[src/rtl/chip8_sprite_writer_if.sv]
// Memory bus between the sprite writer and the shared 4 KiB memory.
// Reads are synchronous: mem_rdata reflects the address presented on the previous cycle.
interface chip8_sprite_writer_if;
    logic [11:0] mem_addr;
    logic [7:0]  mem_rdata;
    logic [7:0]  mem_wdata;
    logic        mem_we;

    modport master (
        output mem_addr,
        output mem_wdata,
        output mem_we,
        input  mem_rdata
    );

    modport slave (
        input  mem_addr,
        input  mem_wdata,
        input  mem_we,
        output mem_rdata
    );
endinterface

[src/rtl/chip8_sprite_writer.sv]
// CHIP-8 framebuffer writer: DXYN sprite draw (XOR with collision) and 00E0 clear.
// Every VRAM update is a read-modify-write through a 1-cycle synchronous memory.
module chip8_sprite_writer #(
    parameter logic [11:0] VRAM_BASE = 12'hF00
) (
    input  logic                          clk,
    input  logic                          rst_n,
    input  logic                          draw_start,
    input  logic                          clear_start,
    input  logic [7:0]                    draw_x,
    input  logic [7:0]                    draw_y,
    input  logic [3:0]                    draw_n,
    input  logic [11:0]                   sprite_addr,
    output logic                          busy,
    output logic                          done,
    output logic                          collision,
    chip8_sprite_writer_if.master         mem
);

    typedef enum logic [2:0] {
        IDLE,
        SPR_RD,
        SPR_LATCH,
        L_WR,
        R_RD,
        R_WR,
        CLR,
        DONE
    } state_t;

    state_t      state, state_nxt;

    logic [5:0]  x_q;
    logic [4:0]  y_q;
    logic [3:0]  n_q;
    logic [11:0] i_q;
    logic [3:0]  row;
    logic [7:0]  cnt;
    logic [15:0] spr;

    logic [2:0]  shift;
    logic [4:0]  yr;
    logic [2:0]  col_l;
    logic [2:0]  col_r;
    logic [11:0] l_addr;
    logic [11:0] r_addr;
    logic        last_row;
    logic        accept;

    // Byte address of framebuffer row/column; 8 bytes per 64-pixel row.
    function automatic logic [11:0] vram_addr(input logic [4:0] vrow, input logic [2:0] vcol);
        return VRAM_BASE + {4'h0, vrow, vcol};
    endfunction

    assign shift    = x_q[2:0];
    assign yr       = y_q + {1'b0, row};
    assign col_l    = x_q[5:3];
    assign col_r    = col_l + 3'd1;
    assign l_addr   = vram_addr(yr, col_l);
    assign r_addr   = vram_addr(yr, col_r);
    assign last_row = (row == n_q - 4'd1);
    assign accept   = (state == IDLE) && (draw_start || clear_start);

    // State register; reset aborts any operation in flight.
    always_ff @(posedge clk or negedge rst_n) begin
        if (!rst_n) state <= IDLE;
        else        state <= state_nxt;
    end

    // Next-state and bus outputs; idle and done keep the bus quiet.
    always_comb begin
        state_nxt     = state;
        busy          = 1'b0;
        done          = 1'b0;
        mem.mem_we    = 1'b0;
        mem.mem_addr  = 12'h000;
        mem.mem_wdata = 8'h00;
        case (state)
            IDLE: begin
                if (clear_start)     state_nxt = CLR;
                else if (draw_start) state_nxt = (draw_n == 4'd0) ? DONE : SPR_RD;
            end
            SPR_RD: begin
                busy         = 1'b1;
                mem.mem_addr = i_q + {8'h00, row};
                state_nxt    = SPR_LATCH;
            end
            SPR_LATCH: begin
                busy         = 1'b1;
                mem.mem_addr = l_addr;
                state_nxt    = L_WR;
            end
            L_WR: begin
                busy          = 1'b1;
                mem.mem_we    = 1'b1;
                mem.mem_addr  = l_addr;
                mem.mem_wdata = mem.mem_rdata ^ spr[15:8];
                if (shift != 3'd0) state_nxt = R_RD;
                else               state_nxt = last_row ? DONE : SPR_RD;
            end
            R_RD: begin
                busy         = 1'b1;
                mem.mem_addr = r_addr;
                state_nxt    = R_WR;
            end
            R_WR: begin
                busy          = 1'b1;
                mem.mem_we    = 1'b1;
                mem.mem_addr  = r_addr;
                mem.mem_wdata = mem.mem_rdata ^ spr[7:0];
                state_nxt     = last_row ? DONE : SPR_RD;
            end
            CLR: begin
                busy         = 1'b1;
                mem.mem_we   = 1'b1;
                mem.mem_addr = vram_addr(cnt[7:3], cnt[2:0]);
                if (cnt == 8'hFF) state_nxt = DONE;
            end
            DONE: begin
                done      = 1'b1;
                state_nxt = IDLE;
            end
            default: state_nxt = IDLE;
        endcase
    end

    // Control counters and the collision flag.
    always_ff @(posedge clk or negedge rst_n) begin
        if (!rst_n) begin
            collision <= 1'b0;
            row       <= 4'd0;
            cnt       <= 8'd0;
        end else begin
            if (accept) begin
                collision <= 1'b0;
                row       <= 4'd0;
                cnt       <= 8'd0;
            end else begin
                if (state == L_WR)
                    collision <= collision | (|(mem.mem_rdata & spr[15:8]));
                else if (state == R_WR)
                    collision <= collision | (|(mem.mem_rdata & spr[7:0]));
                if ((state == L_WR && shift == 3'd0) || state == R_WR)
                    row <= row + 4'd1;
                if (state == CLR)
                    cnt <= cnt + 8'd1;
            end
        end
    end

    // Draw operands latched on accept; sprite byte pre-shifted across two bytes.
    always_ff @(posedge clk) begin
        if (state == IDLE && draw_start) begin
            x_q <= 6'(draw_x);
            y_q <= 5'(draw_y);
            n_q <= draw_n;
            i_q <= sprite_addr;
        end
        if (state == SPR_LATCH)
            spr <= {mem.mem_rdata, 8'h00} >> shift;
    end

endmodule

[src/flat_wrapper.sv]
// flat-port wrapper written by rule: the top's interface ports become plain ports
module chip8_sprite_writer_flat 
#(
    parameter logic [11:0] VRAM_BASE = 12'hF00
)
  (clk, rst_n, draw_start, clear_start, draw_x, draw_y, draw_n, sprite_addr, busy, done, collision, mem_mem_addr, mem_mem_wdata, mem_mem_we, mem_mem_rdata);
  chip8_sprite_writer_if mem_i ();
  input  logic clk;
  input  logic rst_n;
  input  logic draw_start;
  input  logic clear_start;
  input  logic [7:0] draw_x;
  input  logic [7:0] draw_y;
  input  logic [3:0] draw_n;
  input  logic [11:0] sprite_addr;
  output logic busy;
  output logic done;
  output logic collision;
  output wire logic [$bits(mem_i.mem_addr)-1:0] mem_mem_addr;
  output wire logic [$bits(mem_i.mem_wdata)-1:0] mem_mem_wdata;
  output wire logic [$bits(mem_i.mem_we)-1:0] mem_mem_we;
  input wire logic [$bits(mem_i.mem_rdata)-1:0] mem_mem_rdata;
  assign mem_mem_addr = mem_i.mem_addr;
  assign mem_mem_wdata = mem_i.mem_wdata;
  assign mem_mem_we = mem_i.mem_we;
  assign mem_i.mem_rdata = mem_mem_rdata;
  chip8_sprite_writer #(.VRAM_BASE(VRAM_BASE)) u_core (.clk(clk), .rst_n(rst_n), .draw_start(draw_start), .clear_start(clear_start), .draw_x(draw_x), .draw_y(draw_y), .draw_n(draw_n), .sprite_addr(sprite_addr), .busy(busy), .done(done), .collision(collision), .mem(mem_i));
endmodule
[config.mk]
export PLATFORM = sky130hd
export DESIGN_NAME = chip8_sprite_writer_flat
export DESIGN_NICKNAME = d
export VERILOG_FILES = /design/src/rtl/chip8_sprite_writer_if.sv /design/src/rtl/chip8_sprite_writer.sv /design/src/flat_wrapper.sv
export SDC_FILE = /design/constraint.sdc
export NUM_CORES = 1
export LEC_CHECK = 0
export CAP_MARGIN = 20
export CORE_MARGIN = 2
export CORE_UTILIZATION = 56
export CTS_CLUSTER_DIAMETER = 150
export DETAILED_ROUTE_END_ITERATION = 10
export PLACE_DENSITY = 0.83
export SETUP_SLACK_MARGIN = 0.3
export SYNTH_ARGS = -nofsm -noshare
export SYNTH_HDL_FRONTEND = slang
export SYNTH_SLANG_ARGS = --single-unit
[constraint.sdc]
create_clock -name clk -period 6.3 [get_ports clk]
set_clock_uncertainty 0.1 [all_clocks]
set_input_delay 1.575 -clock clk [delete_from_list [all_inputs] [get_ports clk]]
set_output_delay 1.575 -clock clk [all_outputs]
set_load 0.02 [all_outputs]
# Word-level counts from Yosys, hierarchy flattened

Index checks and enable logic that the tools add are counted.

Latch bits: 0
RAM bits: 0
Logic and storage cells: 74
ROM bits: 0
Memories: 0
Output and inout bits: 24
Flip-flop bits (word level): 59

Multiplexer cells: 19
Divide/modulo/power cells: 0
$add $sub $neg: 9
Bitwise operators: 6
Multiply operators: 0
Eq/ne operators: 11
Order comparisons: 0
Reduce and logical (&&, ||, !) cells: 19
Shift operators: 1

Operators with widths:

| kind                   | number |
|---|---|
| $pmux W12 S4           | 1 |
| $add A9 B9 Y10 const A | 3 |
| $pmux W3 S8            | 1 |
| $mux W3                | 6 |
| $and A8 B8 Y8          | 2 |
| $mux W8                | 2 |
| $pmux W8 S2            | 1 |
| $reduce_or A8 Y1       | 2 |
| $shr A16 B3 Y16        | 1 |
| $xor A8 B8 Y8          | 2 |
| $add A12 B4 Y12        | 1 |
| $eq A3 B3 Y1 const B   | 4 |
| $add A8 B1 Y8 const B  | 1 |
| $eq A8 B8 Y1 const B   | 1 |
| $mux W4                | 2 |
| $eq A3 B2 Y1 const B   | 2 |
| $logic_not A3 Y1       | 2 |
| $mux W1                | 6 |
| $reduce_bool A3 Y1     | 2 |
| $reduce_or A6 Y1       | 1 |
| $add A5 B4 Y5          | 1 |
| $add A4 B1 Y4 const B  | 1 |
| $eq A4 B4 Y1           | 1 |
| $logic_not A4 Y1       | 1 |
| other kinds (12)       | 18 |

# Longest topological paths before layout

Depth after elaboration: 6
Mapped depth: 8

# Worst setup path after synthesis

OpenSTA, ideal clock, no wires.

Kind: input-to-reg
From: input port draw_start
To: register u_core.i_q[0], enable pin
Path buffers: 0
Cell stages on the path: 1
Data required time: 5.711 ns
Arrival: 4.389 ns
Path slack: 1.322 ns
Cell sequence: nor4b_1

Longest elaborated chain between the ends: 1

RTL lines:

| what                 | line                       | RTL |
|---|---|---|
| from (decl)          | flat_wrapper.sv:10         | `input logic draw_start;` |
| $logic_and A1 B1 Y1  | chip8_sprite_writer.sv:153 | `if (state == IDLE && draw_start) begin` |
| to (signal assigned) | chip8_sprite_writer.sv:157 | `i_q <= sprite_addr;` |
| to (decl)            | chip8_sprite_writer.sv:36  | `logic [11:0] i_q;` |

Every way passes these cells.
A chain may end at the register's enable or synchronous reset.

# Final worst setup path

From: input port mem_mem_rdata[7]
To: output port mem_mem_wdata[7]

Longest elaborated chain between the ends: 2
Elaborated cells on any way between the ends: 3

RTL lines:

| what                             | line                                                  | RTL |
|---|---|---|
| from (decl)                      | flat_wrapper.sv:22                                    | `input wire logic [$bits(mem_i.mem_rdata)-1:0] mem_mem_rdata;` |
| $xor A8 B8 Y8 (on tied branches) | chip8_sprite_writer.sv:110, chip8_sprite_writer.sv:97 |  |
| $pmux W8 S2 *                    | chip8_sprite_writer.sv:78                             | `case (state)` |
| to (decl)                        | flat_wrapper.sv:20                                    | `output wire logic [$bits(mem_i.mem_wdata)-1:0] mem_mem_wdata;` |

Mark *: on every way between the ends. The rest lies on a longest branch, timed or not.

==> impl_metrics.tcl <==
set metrics [dict create \
    muxShareOfSynthArea_pct 2.38 \
    synthXorXnorAreaFrac_pct 11.4 \
    slowest_delay_ns 0.65 \
    port_buffers 62 \
    drt_pass1_iterations 5 \
    wl_mm 8.22 \
    grt_pass1_vias 2697 \
    cp_slowest_cell "clkdlybuf4s50_1" \
    crit_chain "clkdlybuf4s50_1 > xnor2_1 > o22ai_1 > and2_1 > clkdlybuf4s50_1" \
    start_kind "input port" \
    worstSetupPathType "input port to output port" \
    dieWidth_um 82.7 \
    yosysUniqueCellTypes 46 \
    globalplace.congestion 0.931 \
    syn_nets 394 \
    antenna_found_initial 0 \
    switching_share_pct 41.4 \
    finalSetupViolCount 0 \
    syn_avg_cell_area_um2 10.3 \
    power.switching_mw 0.787 \
    cts_buffers 9 \
    synth_area_leaders "edfxtp_1 (36%), dfrtp_1 (12%), xnor2_1 (7.6%)" \
    hold_depth 2 \
    maxCapViolations 0 \
    ios 68 \
    endpoint_kind "output port" \
    stdcell_area_um2 4320 \
    initial_core_util_pct 58.3 \
    gr-total-overflow 0 \
    clock_path_buffers 2 \
    synth_top_family_by_area "simple AND/OR/NAND/NOR gates" \
    maxSlewViolCount 0 \
    vdd_drop_max_mv 0.277 \
    hold_start "u_core.collision" \
    postCtsResizedCells 0 \
    final_util_pct 72.5 \
    dieArea_um2 6840 \
    synth_most_common_cell "edfxtp_1" \
    pwr_density_cell_nw_per_um2 440 \
    multi_input_area_um2 1710 \
    crit_buf_inv 2 \
    synth-adder-area-share_pct 5.48 \
    cts_tree "built" \
    cts_setup_buffers 0 \
    ys_seq_elements 58 \
    timing.hold.ws_ns 0.411 \
    ant_nets 0 \
    dp_cells 460 \
    max_slew_margin_pct 53.5 \
    post_drt_wl_per_cell_um 17.3 \
    placed_area_um2 4140 \
    seq_area_um2 1660 \
    antennaDiodeCount 0 \
    syn_to_final_growth_pct 24.4 \
    layout-drive-gt1-share_pct 4.99 \
    ctsHoldBuffers 0 \
    combPwrFrac_pct 49.1 \
    routed_via_density 6.04 \
    crit_top_cell "clkdlybuf4s50_1" \
    total_power_mw 1.90 \
    reg2reg_slack_ns 4.07 \
    route.vias.total 2875 \
    pwr-share-clk_pct 16.9 \
    core_area_um2 5960 \
    drc 0 \
    ys.flop_type "edfxtp_1" \
    clk_pin_slew_worst_paths_ns 0.06 \
    grt_max_degree 28 \
    setup_ws_ns 1.30 \
    status "completed" \
    cellLeakagePower_nw 1.65 \
    cts.sinks 58 \
    async_reset_ff_share_pct 27.6 \
    syn_inst 336 \
    synth_common_cells "edfxtp_1 (42), nand2_1 (34), xnor2_1 (30), nor2_1 (28), o21ai_0 (18)" \
    worst_r2r_endpoint "u_core.state[2]" \
    crit_family "buffers and inverters" \
    max_freq_mhz 200 \
    hold_path.class "flip-flop to flip-flop" \
    num_rows 28 \
    ctsRootBufferMaster "clkbuf_8" \
    fin_cells 476 \
    sequentialPowerShare_pct 34.0 \
    drt_iter0_drc 330 \
    dp.final_hpwl_mm 6.16 \
    final_hold_viol_count 0 \
    synth_compound_area_share_pct 14.1 \
    post-route-period-util_pct 79.4 \
    fill_cells 432 \
    hold_path_end "u_core.collision" \
    ys_seq_area_share_pct 47.9 \
    worst_pin_slew_ns 0.695 \
    clk_latency_ns 0.34 \
    yosysTopAreaCell "edfxtp_1" \
    netlist_area_um2 3470 \
    p_int_mw 1.11 \
    nNetsFinal 454 \
    rr_startpoint "u_core.state[1]" \
    worst_ep_required_time_ns 4.62 \
    grt_use_total_pct 25.9 \
    arrival_ns 3.33 \
    rr_worst_depth 5 \
    synth_edf_count 42 \
    post-route-min-period_ns 5.00 \
    grt_pass1_wl_mm 13.0 \
    ctsHtreeMaxLevel 3 \
    timing.setup.tns_ns 0 \
    yosysWarnings 0 \
    pre_cts_ws_ns 1.31 \
    path_max_fanout 7 \
    synth_top_area_share_pct 36.3 \
    die_h_um 82.7 \
    rsz0062_at_grt "no" \
    yosys.area_share.simple_pct 15.6 \
]
==> worst max-delay path by stage <==
stage | startpoint | endpoint | slack, ns | cells after the start
5_1_grt | mem_mem_rdata[7] | mem_mem_wdata[7] | 1.25 | 5
6_report | mem_mem_rdata[7] | mem_mem_wdata[7] | 1.30 | 5
2_1_floorplan | draw_start | u_core.i_q[0] | 1.32 | 1
3_3_place_gp | mem_mem_rdata[7] | mem_mem_wdata[7] | 1.36 | 5
4_1_cts | mem_mem_rdata[6] | mem_mem_wdata[6] | 1.32 | 5
3_5_place_dp | mem_mem_rdata[6] | mem_mem_wdata[6] | 1.31 | 5
==> cells in the final DEF, fill, tap and decap left out, types with 4 or more instances in the layout <==
cell type / netlist / layout
o21ai_0: 18 / 18
ha_1: 12 / 12
nand2_1: 34 / 34
and3_1: 5 / 5
nor2_1: 28 / 28
clkinv_1: 2 / 4
and2_1: 11 / 11
xor2_1: 15 / 15
a221oi_1: 6 / 6
a22oi_1: 10 / 10
o22ai_1: 12 / 12
dfrtp_1: 16 / 16
mux2i_1: 6 / 6
nand3_1: 5 / 5
nor3_1: 5 / 5
clkdlybuf4s50_1: 0 / 62
inv_1: 8 / 8
edfxtp_1: 42 / 42
nand2b_1: 4 / 4
a21oi_1: 12 / 12
a21o_1: 4 / 4
nand4_1: 4 / 4
clkbuf_8: 0 / 9
xnor2_1: 30 / 30
==> sequential cells by signal (all words and copies together) (netlist names) <==
register and cells:
u_core.y_q 5, u_core.row 4, u_core.i_q 12, u_core.collision 1, u_core.spr 15, u_core.n_q 4
u_core.x_q 6, u_core.cnt 8, u_core.state 3
==> metal layers <==
layer / routed length [um] / GRT usage [%]
met5: 0 / 0
met1: 3570 / 35.5
met3: 613 / 5.76
met4: 182 / 10.8
met2: 3860 / 39.8
==> worst min-delay path, stage by stage, from the launching register on <==
cell and delay [ns]:
dfrtp_1 0.34, a311oi_1 0.05, nor2_1 0.08
==> cells by family after synthesis <==
family	Yosys count
and+or+nand+nor	110
AOI/OAI and AO/OA	75
DFF	58
xor gates and xnor gates	45
buffers and inverters	26
adders and majority gates	14
muxes	8
==> final cells by class <==
cell class	count	share of cell area [%]
multi-input combinational	252	39.5
tap	75	2.17
clock buffer	12	3.13
timing repair buffer	65	14.9
clock inverter	4	0.985
sequential	58	38.5
inverter	10	0.869
==> power groups by stage <==
stage | Clock (mW) | Sequential (mW) | Combinational [mW]
6_report | 0.321 | 0.646 | 0.933
5_1_grt | 0.338 | 0.660 | 1.01
4_1_cts | 0.322 | 0.641 | 0.929
3_5_place_dp | 0 | 0.649 | 0.920
3_3_place_gp | 0 | 0.643 | 0.894
2_1_floorplan | 0 | 0.586 | 0.619
(Power assumes the default switching activity.)
